--- config.mk ---
export PLATFORM = sky130hd
export DESIGN_NAME = sat_corr_chan
export DESIGN_NICKNAME = d
export VERILOG_FILES = /design/src/rtl/gps_pkg.sv /design/src/rtl/carrier_nco.sv /design/src/rtl/sat_corr_chan.sv
export SDC_FILE = /design/constraint.sdc
export NUM_CORES = 2
export LEC_CHECK = 0
export BUFFER_PORTS_ARGS = -buffer_cell sky130_fd_sc_hd__buf_4
export CAP_MARGIN = 10
export CELL_PAD_IN_SITES_DETAIL_PLACEMENT = 1
export CELL_PAD_IN_SITES_GLOBAL_PLACEMENT = 1
export CORE_MARGIN = 2
export CORE_UTILIZATION = 50
export CTS_CLUSTER_DIAMETER = 40
export DETAILED_ROUTE_END_ITERATION = 6
export HOLD_SLACK_MARGIN = 0.03
export PLACE_DENSITY_LB_ADDON = 0.1
export SYNTH_ARGS = -nofsm -noshare
export SYNTH_HDL_FRONTEND = slang
export SYNTH_SLANG_ARGS = --single-unit
--- constraint.sdc ---
create_clock -name clk -period 7.85 [get_ports clk]
set_clock_uncertainty 0.15 [all_clocks]
set_input_delay 0.785 -clock clk [delete_from_list [all_inputs] [get_ports clk]]
set_output_delay 0.785 -clock clk [all_outputs]
set_load 0.005 [all_outputs]
--- src/rtl/gps_pkg.sv ---
// Shared widths and the 32-point carrier table for the correlator channel.
// Each table entry packs {cos, sin} as two 9-bit two's-complement values scaled by 255.
package gps_pkg;

    localparam int SAMPLE_W  = 16;
    localparam int LUT_W     = 9;
    localparam int PHASE_W   = 32;
    localparam int LUT_DEPTH = 32;
    localparam int LUT_AW    = 5;
    localparam int PROD_W    = SAMPLE_W + LUT_W;
    localparam int SUM_W     = PROD_W + 1;

    typedef logic [2*LUT_W-1:0] cs_t;

    localparam cs_t CARRIER_LUT [LUT_DEPTH] = '{
        { 9'sd255,   9'sd0  }, { 9'sd250,   9'sd50 }, { 9'sd236,   9'sd98 }, { 9'sd212,   9'sd142},
        { 9'sd180,   9'sd180}, { 9'sd142,   9'sd212}, { 9'sd98,    9'sd236}, { 9'sd50,    9'sd250},
        { 9'sd0,     9'sd255}, {-9'sd50,    9'sd250}, {-9'sd98,    9'sd236}, {-9'sd142,   9'sd212},
        {-9'sd180,   9'sd180}, {-9'sd212,   9'sd142}, {-9'sd236,   9'sd98 }, {-9'sd250,   9'sd50 },
        {-9'sd255,   9'sd0  }, {-9'sd250,  -9'sd50 }, {-9'sd236,  -9'sd98 }, {-9'sd212,  -9'sd142},
        {-9'sd180,  -9'sd180}, {-9'sd142,  -9'sd212}, {-9'sd98,   -9'sd236}, {-9'sd50,   -9'sd250},
        { 9'sd0,    -9'sd255}, { 9'sd50,   -9'sd250}, { 9'sd98,   -9'sd236}, { 9'sd142,  -9'sd212},
        { 9'sd180,  -9'sd180}, { 9'sd212,  -9'sd142}, { 9'sd236,  -9'sd98 }, { 9'sd250,  -9'sd50 }
    };

endpackage

--- src/rtl/carrier_nco.sv ---
// Phase accumulator driving the carrier table; {cos, sin} is registered on each advance,
// so the carrier for a sample appears alongside that sample one cycle later.
module carrier_nco
    import gps_pkg::*;
(
    input  logic               clk,
    input  logic               rst_n,
    input  logic               clear,
    input  logic               advance,
    input  logic [PHASE_W-1:0] freq,
    output logic [LUT_W-1:0]   cos_out,
    output logic [LUT_W-1:0]   sin_out
);

    logic [PHASE_W-1:0] phase_reg;
    cs_t                cs_reg;

    always_ff @(posedge clk or negedge rst_n) begin
        if (!rst_n) begin
            phase_reg <= '0;
            cs_reg    <= '0;
        end else if (clear) begin
            phase_reg <= '0;
        end else if (advance) begin
            // Table lookup uses the phase before this sample's increment.
            cs_reg    <= CARRIER_LUT[phase_reg[PHASE_W-1 -: LUT_AW]];
            phase_reg <= phase_reg + freq;
        end
    end

    assign cos_out = cs_reg[2*LUT_W-1:LUT_W];
    assign sin_out = cs_reg[LUT_W-1:0];

endmodule

--- src/rtl/sat_corr_chan.sv ---
// Doppler wipe-off and integrate-and-dump for one tracked satellite:
// NCO + table (S1), conjugate complex multiply (S2), accumulate/dump (S3), valid/ready output.
module sat_corr_chan
    import gps_pkg::*;
#(
    parameter int ACC_W = 48
) (
    input  logic             clk,
    input  logic             rst_n,
    input  logic             sync_clear,
    input  logic             in_valid,
    input  logic [15:0]      real_in,
    input  logic [15:0]      imag_in,
    input  logic [31:0]      freq,
    input  logic [15:0]      dump_len,
    output logic             out_valid,
    input  logic             out_ready,
    output logic [ACC_W-1:0] out_i,
    output logic [ACC_W-1:0] out_q,
    output logic             overrun
);

    logic accept;
    assign accept = in_valid & ~sync_clear;

    logic [15:0] cnt_reg, len_reg, len_eff;
    logic        last;

    always_comb begin
        len_eff = len_reg;
        if (cnt_reg == 16'd0) begin
            len_eff = (dump_len == 16'd0) ? 16'd1 : dump_len;
        end
        last = (cnt_reg == len_eff - 16'd1);
    end

    always_ff @(posedge clk or negedge rst_n) begin
        if (!rst_n) begin
            cnt_reg <= '0;
            len_reg <= '0;
        end else if (sync_clear) begin
            cnt_reg <= '0;
        end else if (accept) begin
            if (cnt_reg == 16'd0) begin
                len_reg <= len_eff;
            end
            cnt_reg <= last ? 16'd0 : cnt_reg + 16'd1;
        end
    end

    logic [LUT_W-1:0] nco_cos, nco_sin;

    carrier_nco u_nco (
        .clk     (clk),
        .rst_n   (rst_n),
        .clear   (sync_clear),
        .advance (accept),
        .freq    (freq),
        .cos_out (nco_cos),
        .sin_out (nco_sin)
    );

    logic                       s1_valid, s1_last;
    logic signed [SAMPLE_W-1:0] s1_re, s1_im;

    always_ff @(posedge clk or negedge rst_n) begin
        if (!rst_n) begin
            s1_valid <= 1'b0;
            s1_last  <= 1'b0;
            s1_re    <= '0;
            s1_im    <= '0;
        end else begin
            s1_valid <= accept;
            if (accept) begin
                s1_last <= last;
                s1_re   <= $signed(real_in);
                s1_im   <= $signed(imag_in);
            end
        end
    end

    logic signed [LUT_W-1:0]  c_s, s_s;
    logic signed [PROD_W-1:0] p_rc, p_is, p_ic, p_rs;
    logic signed [SUM_W-1:0]  sum_i, sum_q;

    assign c_s   = $signed(nco_cos);
    assign s_s   = $signed(nco_sin);
    assign p_rc  = PROD_W'(s1_re) * PROD_W'(c_s);
    assign p_is  = PROD_W'(s1_im) * PROD_W'(s_s);
    assign p_ic  = PROD_W'(s1_im) * PROD_W'(c_s);
    assign p_rs  = PROD_W'(s1_re) * PROD_W'(s_s);
    // Multiply by the conjugate carrier: (r + jq)(cos - j sin).
    assign sum_i = SUM_W'(p_rc) + SUM_W'(p_is);
    assign sum_q = SUM_W'(p_ic) - SUM_W'(p_rs);

    logic                    s2_valid, s2_last;
    logic signed [SUM_W-1:0] s2_i, s2_q;

    always_ff @(posedge clk or negedge rst_n) begin
        if (!rst_n) begin
            s2_valid <= 1'b0;
            s2_last  <= 1'b0;
            s2_i     <= '0;
            s2_q     <= '0;
        end else begin
            s2_valid <= s1_valid & ~sync_clear;
            if (s1_valid) begin
                s2_last <= s1_last;
                s2_i    <= sum_i;
                s2_q    <= sum_q;
            end
        end
    end

    logic signed [ACC_W-1:0] acc_i_reg, acc_q_reg, next_i, next_q;
    logic [ACC_W-1:0]        out_i_reg, out_q_reg;
    logic                    out_valid_reg, overrun_reg, dump;

    assign next_i = acc_i_reg + ACC_W'(s2_i);
    assign next_q = acc_q_reg + ACC_W'(s2_q);
    assign dump   = s2_valid & s2_last & ~sync_clear;

    always_ff @(posedge clk or negedge rst_n) begin
        if (!rst_n) begin
            acc_i_reg     <= '0;
            acc_q_reg     <= '0;
            out_i_reg     <= '0;
            out_q_reg     <= '0;
            out_valid_reg <= 1'b0;
            overrun_reg   <= 1'b0;
        end else begin
            overrun_reg <= dump & out_valid_reg & ~out_ready;
            if (sync_clear) begin
                acc_i_reg <= '0;
                acc_q_reg <= '0;
            end else if (s2_valid) begin
                acc_i_reg <= s2_last ? '0 : next_i;
                acc_q_reg <= s2_last ? '0 : next_q;
            end
            // A dump landing in the consume cycle replaces the result rather than clearing valid.
            if (dump) begin
                out_i_reg     <= next_i;
                out_q_reg     <= next_q;
                out_valid_reg <= 1'b1;
            end else if (out_ready) begin
                out_valid_reg <= 1'b0;
            end
        end
    end

    assign out_valid = out_valid_reg;
    assign out_i     = out_i_reg;
    assign out_q     = out_q_reg;
    assign overrun   = overrun_reg;

endmodule

* Yosys cells after proc, flatten, opt, wreduce, memory -nomap -nowiden *
Memory sizes are Yosys's and may differ from the RTL's. A register that Yosys moved wholly into a read port is not among the register bits.
Index checks and enable logic that the tools add are counted.

storage, ports and cells
  register bits after elaboration = 346
  memory bits (read-only) = 576
  input port bits = 85
  output and inout port bits = 98
  word-level logic and storage cells = 62
  memories = 1

memory list
  name              words  width  rd ports  clocked after memory_dff  wr ports  RTL line           source
  (name not given)  32     18     1         1                         0         carrier_nco.sv:26  cs_reg <= CARRIER_LUT[phase_reg[PHASE_W-1 -: LUT_AW]];

cells by class
  $add $sub $neg = 7
  $mul = 4
  equality and inequality tests = 1
  multiplexer cells = 15
  bitwise gates (word level) = 9
  reduce and logical (&&, ||, !) cells = 8

operators with widths
  kind                   number
  $mux 48                6
  $mul 16x9->25          4
  $add 48x26->48         2
  $mux 16                5
  $mux 32                2
  $add 32x32->32         1
  $logic_not 16->1       2
  $add 25x25->26         1
  $sub 25x25->26         1
  $add 16x1->16 const B  1
  $eq 16x16->1           1
  $sub 16x1->16 const B  1
  $and 1x1->1            6
  $not 5->6              1
  $reduce_bool 2->1      3
  $reduce_and 3->1       1
  $mux 1                 2
  $not 1->1              2
  $reduce_and 2->1       1
  $logic_not 1->1        1

* Depth between registers and ports, before layout *
  word-level depth = 8
  depth in mapped cells = 26
  gate-level depth less buffers = 24

* By module *
Synthesis repeated with hierarchy kept, for this count alone.

unflattened totals
  cell total of the unflattened synthesis = 4487
  area, all modules = 42970.0 sq um

modules (own cells, without submodules)
  module         times used  cells each  area an instance (sq um)  seq. area each (sq um)
  sat_corr_chan  1           3994        38791.0                   7857.5
  carrier_nco    1           493         4179.0                    1251.2

* Worst setup path before layout *
No wires, ideal clock.

  path type = register to register
  from = reg s1_im[4]
  to = reg s2_q[25]
  setup time = 0.137 ns
  arrival time = 6.401 ns
  data required time = 7.563 ns
  setup slack = 1.162 ns
  stages on the path, launching flop included = 23
  path buffers = 2
  clock period less this slack = 6.688 ns
  path through = dfrtp_1 clkbuf_1 clkbuf_1 nand2_1 fa_1 fa_1 inv_1 fa_1 fa_1 fa_1 fa_1 fa_1 ha_1 o21a_1 o21a_1 o211ai_1 a211o_1 a31oi_1 a41oi_1 a2111oi_0 nor2_1 xnor2_1 a21oi_1

on the way
  cells in the longest elaborated chain, start to end = 2

ends and longest elaborated chain
  what                    RTL line              source
  from (decl)             sat_corr_chan.sv:64   logic signed [SAMPLE_W-1:0] s1_re, s1_im;
  from (signal assigned)  sat_corr_chan.sv:77   s1_im <= $signed(imag_in);
  $mul 16x9->25           sat_corr_chan.sv:90   assign p_ic = PROD_W'(s1_im) * PROD_W'(c_s);
  $sub 25x25->26          sat_corr_chan.sv:94   assign sum_q = SUM_W'(p_ic) - SUM_W'(p_rs);
  to (signal assigned)    sat_corr_chan.sv:110  s2_q <= sum_q;
  to (decl)               sat_corr_chan.sv:97   logic signed [SUM_W-1:0] s2_i, s2_q;

Every way passes these cells.
A chain may end at the register's enable or synchronous reset.

* Final worst setup path *
  from = reg u_nco.cs_reg[10]
  to = reg s2_i[23]

on the way
  cells in the longest elaborated chain, start to end = 2

ends and longest elaborated chain
  what                  RTL line              source
  from (decl)           carrier_nco.sv:16     cs_t cs_reg;
  $mul 16x9->25         sat_corr_chan.sv:88   assign p_rc = PROD_W'(s1_re) * PROD_W'(c_s);
  $add 25x25->26        sat_corr_chan.sv:93   assign sum_i = SUM_W'(p_rc) + SUM_W'(p_is);
  to (signal assigned)  sat_corr_chan.sv:109  s2_i <= sum_i;
  to (decl)             sat_corr_chan.sv:97

Every way passes these cells.

==> summary.md <==
| Metric | Value |
|---|---|
| Part of the cycle the worst path needs | approximately 93% |
| Highest Clock Rate | 0.136 GHz |
| Reg-to-Reg Start | u_nco.cs_reg[10] |
| Total track usage | 29.3% |
| Synth unique cells | 80 |
| Detailed placement HPWL | 95,600 µm |
| Finished Layout Cells | 5,955 |
| Die area | 87,500 µm² |
| Worst slew margin | 31.6% |
| # diodes | 0 |
| Most numerous cell in the Yosys netlist | nand2_1 |
| Reg2Reg Capture Point | s2_i[23] |
| DRT Wirelength | 123,000 µm |
| Setup violations, final | 0 |
| Status | completed |
| Hold Crit Endpoint | s1_re[10] |
| Post-synthesis sequential area ratio | 21.4% |
| Critical Path Max Stage Delay | ~660 ps |
| GPL Wtd Cong | 0.881 |
| Most frequent CP cell | fa_1 |
| Initial DRC Count | roughly 1,800 |
| Die H | ~300 µm |
| Fin. Hold Viols | 0 |
| NumNets Final | roughly 5,700 |
| Top cells by count, synth | nand2_1 (730), inv_1 (610), fa_1 (578), dfrtp_1 (364), ha_1 (333) |
| TritonCTS Buffers | 79 |
| Syn avg cell area | 9.22 µm² |
| Top cell type's share of synthesized area | 27.2% |
| H-tree depth | 3 |
| Yosys warning total | 0 |
| Main synth FF type | dfrtp_1 |
| Post-synth top area cell | fa_1 |
| Die X-Extent | 296 µm |
| Synth Instances | 4,620 |
| Hold Path Class | input pin to flip-flop |
| Critical path endpoint category | flip-flop |
| Hold Crit Depth | 3 |
| Worst-path fanout max | 14 |
| GRT Residual Overflow | 0 |
| Initial core utilization | between 50% and 60% |
| Post-Syn Area | roughly 43,000 µm² |
| Clk buf depth | 3 |
| CP startpoint kind | flip-flop |
| Cells after DPL | 5,807 |
| Largest net degree at the start of global routing | ~150 |
| Max Cap Viol | 0 |
| Post-synth ARST share | 100% |
| Share of layout cells above drive strength 1 | 10.2% |
| #FFs+latches synth | 364 |
| RSZ-0062 raised after global routing | false |
| Worst hold start | real_in[10] |
| TNS Setup | 0 ps |
| DRC violations left | 0 |
| Dpl ws | 525 ps |
| Vias per cell | 5.54 |
| Via count | 33,000 |
| I/O Buffers | 182 |
| Worst R2R Path Depth | 23 |
| Clock Sink Count | 364 |
| DRT Pass-1 Iters | 5 |
| Crit Path Category | flip-flop to flip-flop |
| Synthesized net count | about 5,600 |
| CP required | 8220 ps |
| Core Rows | between 100 and 150 |
| Worst endpoint data arrival time | 7700 ps |
| Reg2reg setup slack | 520 ps |
| Least-Margin Pin Slew | just over 1000 ps |
| Root Buffer Master | clkbuf_16 |
| Io pins | 183 |
| CTS tree | built |
| First-pass GRT wire length | between 200,000 and 250,000 µm |
| Worst-Skew Late Latency | 670 ps |
| Vias in the first global route | about 37,000 |
| Wirelength per Cell | 20.7 µm |
| Max Slew Vio Count | 0 |
| Postcts setup bufs | 0 |
| Filler cell count | 9,622 |
| CP Cell Sequence | buf_4 > and2_1 > fa_1 > fa_1 > ha_1 > fa_1 > inv_1 > fa_1 > fa_1 > inv_1 > ha_1 > ha_1 > a21o_1 > a21o_1 > a2111oi_0 > buf_4 > o21ai_0 > nand2_1 > o21ai_0 > o21ai_0 > o2111ai_1 > xor2_1 > mux2_2 |
| Final min period | 7330 ps |
| Ranking of synthesized cells by area | fa_1 (27%), dfrtp_1 (21%), ha_1 (9.8%), nand2_1 (6.4%), inv_1 (5.4%) |
| Post-synth EDFFs | 0 |
| Initial antenna violation count | 1 |
| Layout area overhead | 12.9% |
| Post-route ant nets | 0 |
| Slowest-stage cell, CP | dfrtp_1 |
| Post-route setup slack | 522 ps |
| Core ar. | roughly 85,000 µm² |
| CTS clock-pin slew for the worst setup and hold paths | 50 ps |
==> cell usage in the layout, fill, tap and decap left out, types with 67 or more instances in the layout <==
cell type  count
fa_1         578
dfrtp_1      361
o21ai_0      216
xnor2_1      135
nor2_1       148
xor2_1        67
inv_1        609
a21oi_1      158
nand2_1      730
clkbuf_16     80
buf_4        269
a21o_1       105
and2_1       248
ha_1         333
==> worst max-delay path by stage <==
stage / start / endpoint / slack [ps] / cells past startpoint
3_5_place_dp: u_nco.cs_reg[1] / s2_i[23] / 530 / 23
2_1_floorplan: s1_im[4] / s2_q[25] / 1160 / 22
5_1_grt: s1_im[7] / s2_q[25] / 100 / 21
4_1_cts: u_nco.cs_reg[1] / s2_i[23] / 490 / 23
6_report: u_nco.cs_reg[10] / s2_i[23] / 520 / 23
3_3_place_gp: u_nco.cs_reg[1] / s2_i[23] / 640 / 23
==> worst max-delay path, delay by kind of cell (launching register included) <==
| family | cells | cell delay [ps] |
|---|---|---|
| compound gates | 7 | 1810 |
| xor+xnor | 1 | 170 |
| fa+ha+maj | 8 | 3310 |
| buf+inv | 4 | 560 |
| flops | 1 | 660 |
| mux | 1 | 260 |
| simple gates | 2 | 250 |
==> layer usage <==
metal	routed length [µm]	GRT usage, %	part of all wire (%)	vias up
li1	-	-	-	15200
met1	53000	37.6	43	17000
met2	61400	51.2	50	602
met3	4950	4.11	4.0	197
met4	3870	9.20	3.1	0
met5	0	0	0	-
==> through the flow <==
step | utilization, % | cell area (µm²) | hold WS [ps]
after floorplan | - | 42600 | 295
after global placement | 53.4 | 45200 | 312
after detailed placement | 53.4 | 45200 | 319
after CTS | 56.7 | 48100 | 121
after global routing | 56.7 | 48100 | 147
final | 56.7 | 48100 | 158
==> final cells by class <==
| type | instances | area (µm²) | share of cell area (%) |
|---|---|---|---|
| clock buffer | 93 | 2100 | 4.37 |
| clock inverter | 54 | 718 | 1.49 |
| inverter | 610 | 2290 | 4.76 |
| multi-input combinational | 3416 | 30300 | 63.1 |
| sequential | 364 | 9110 | 19.0 |
| tap | 1144 | 1430 | 2.98 |
| timing repair buffer | 274 | 2100 | 4.38 |
==> cell families after synthesis <==
family / share of synthesized area [%]
adder cells (fa/ha/maj): 37.0
XOR/XNOR: 4.26
buffers and inverters: 7.47
AND/OR/NAND/NOR: 15.9
flip-flops: 21.4
AO/OA/AOI/OAI: 11.2
multiplexers: 2.77
==> what timing repair did <==
item / 4_1_cts / 5_1_grt
endpoints found under the hold margin: 72 / 0
resized for setup: 0 / 2
endpoints found under the setup margin: 0 / 1
hold buffers: 1 / 0
Power is not shown: default switching activity piles up to over one toggle a cycle in this logic, so the estimate is an artifact.
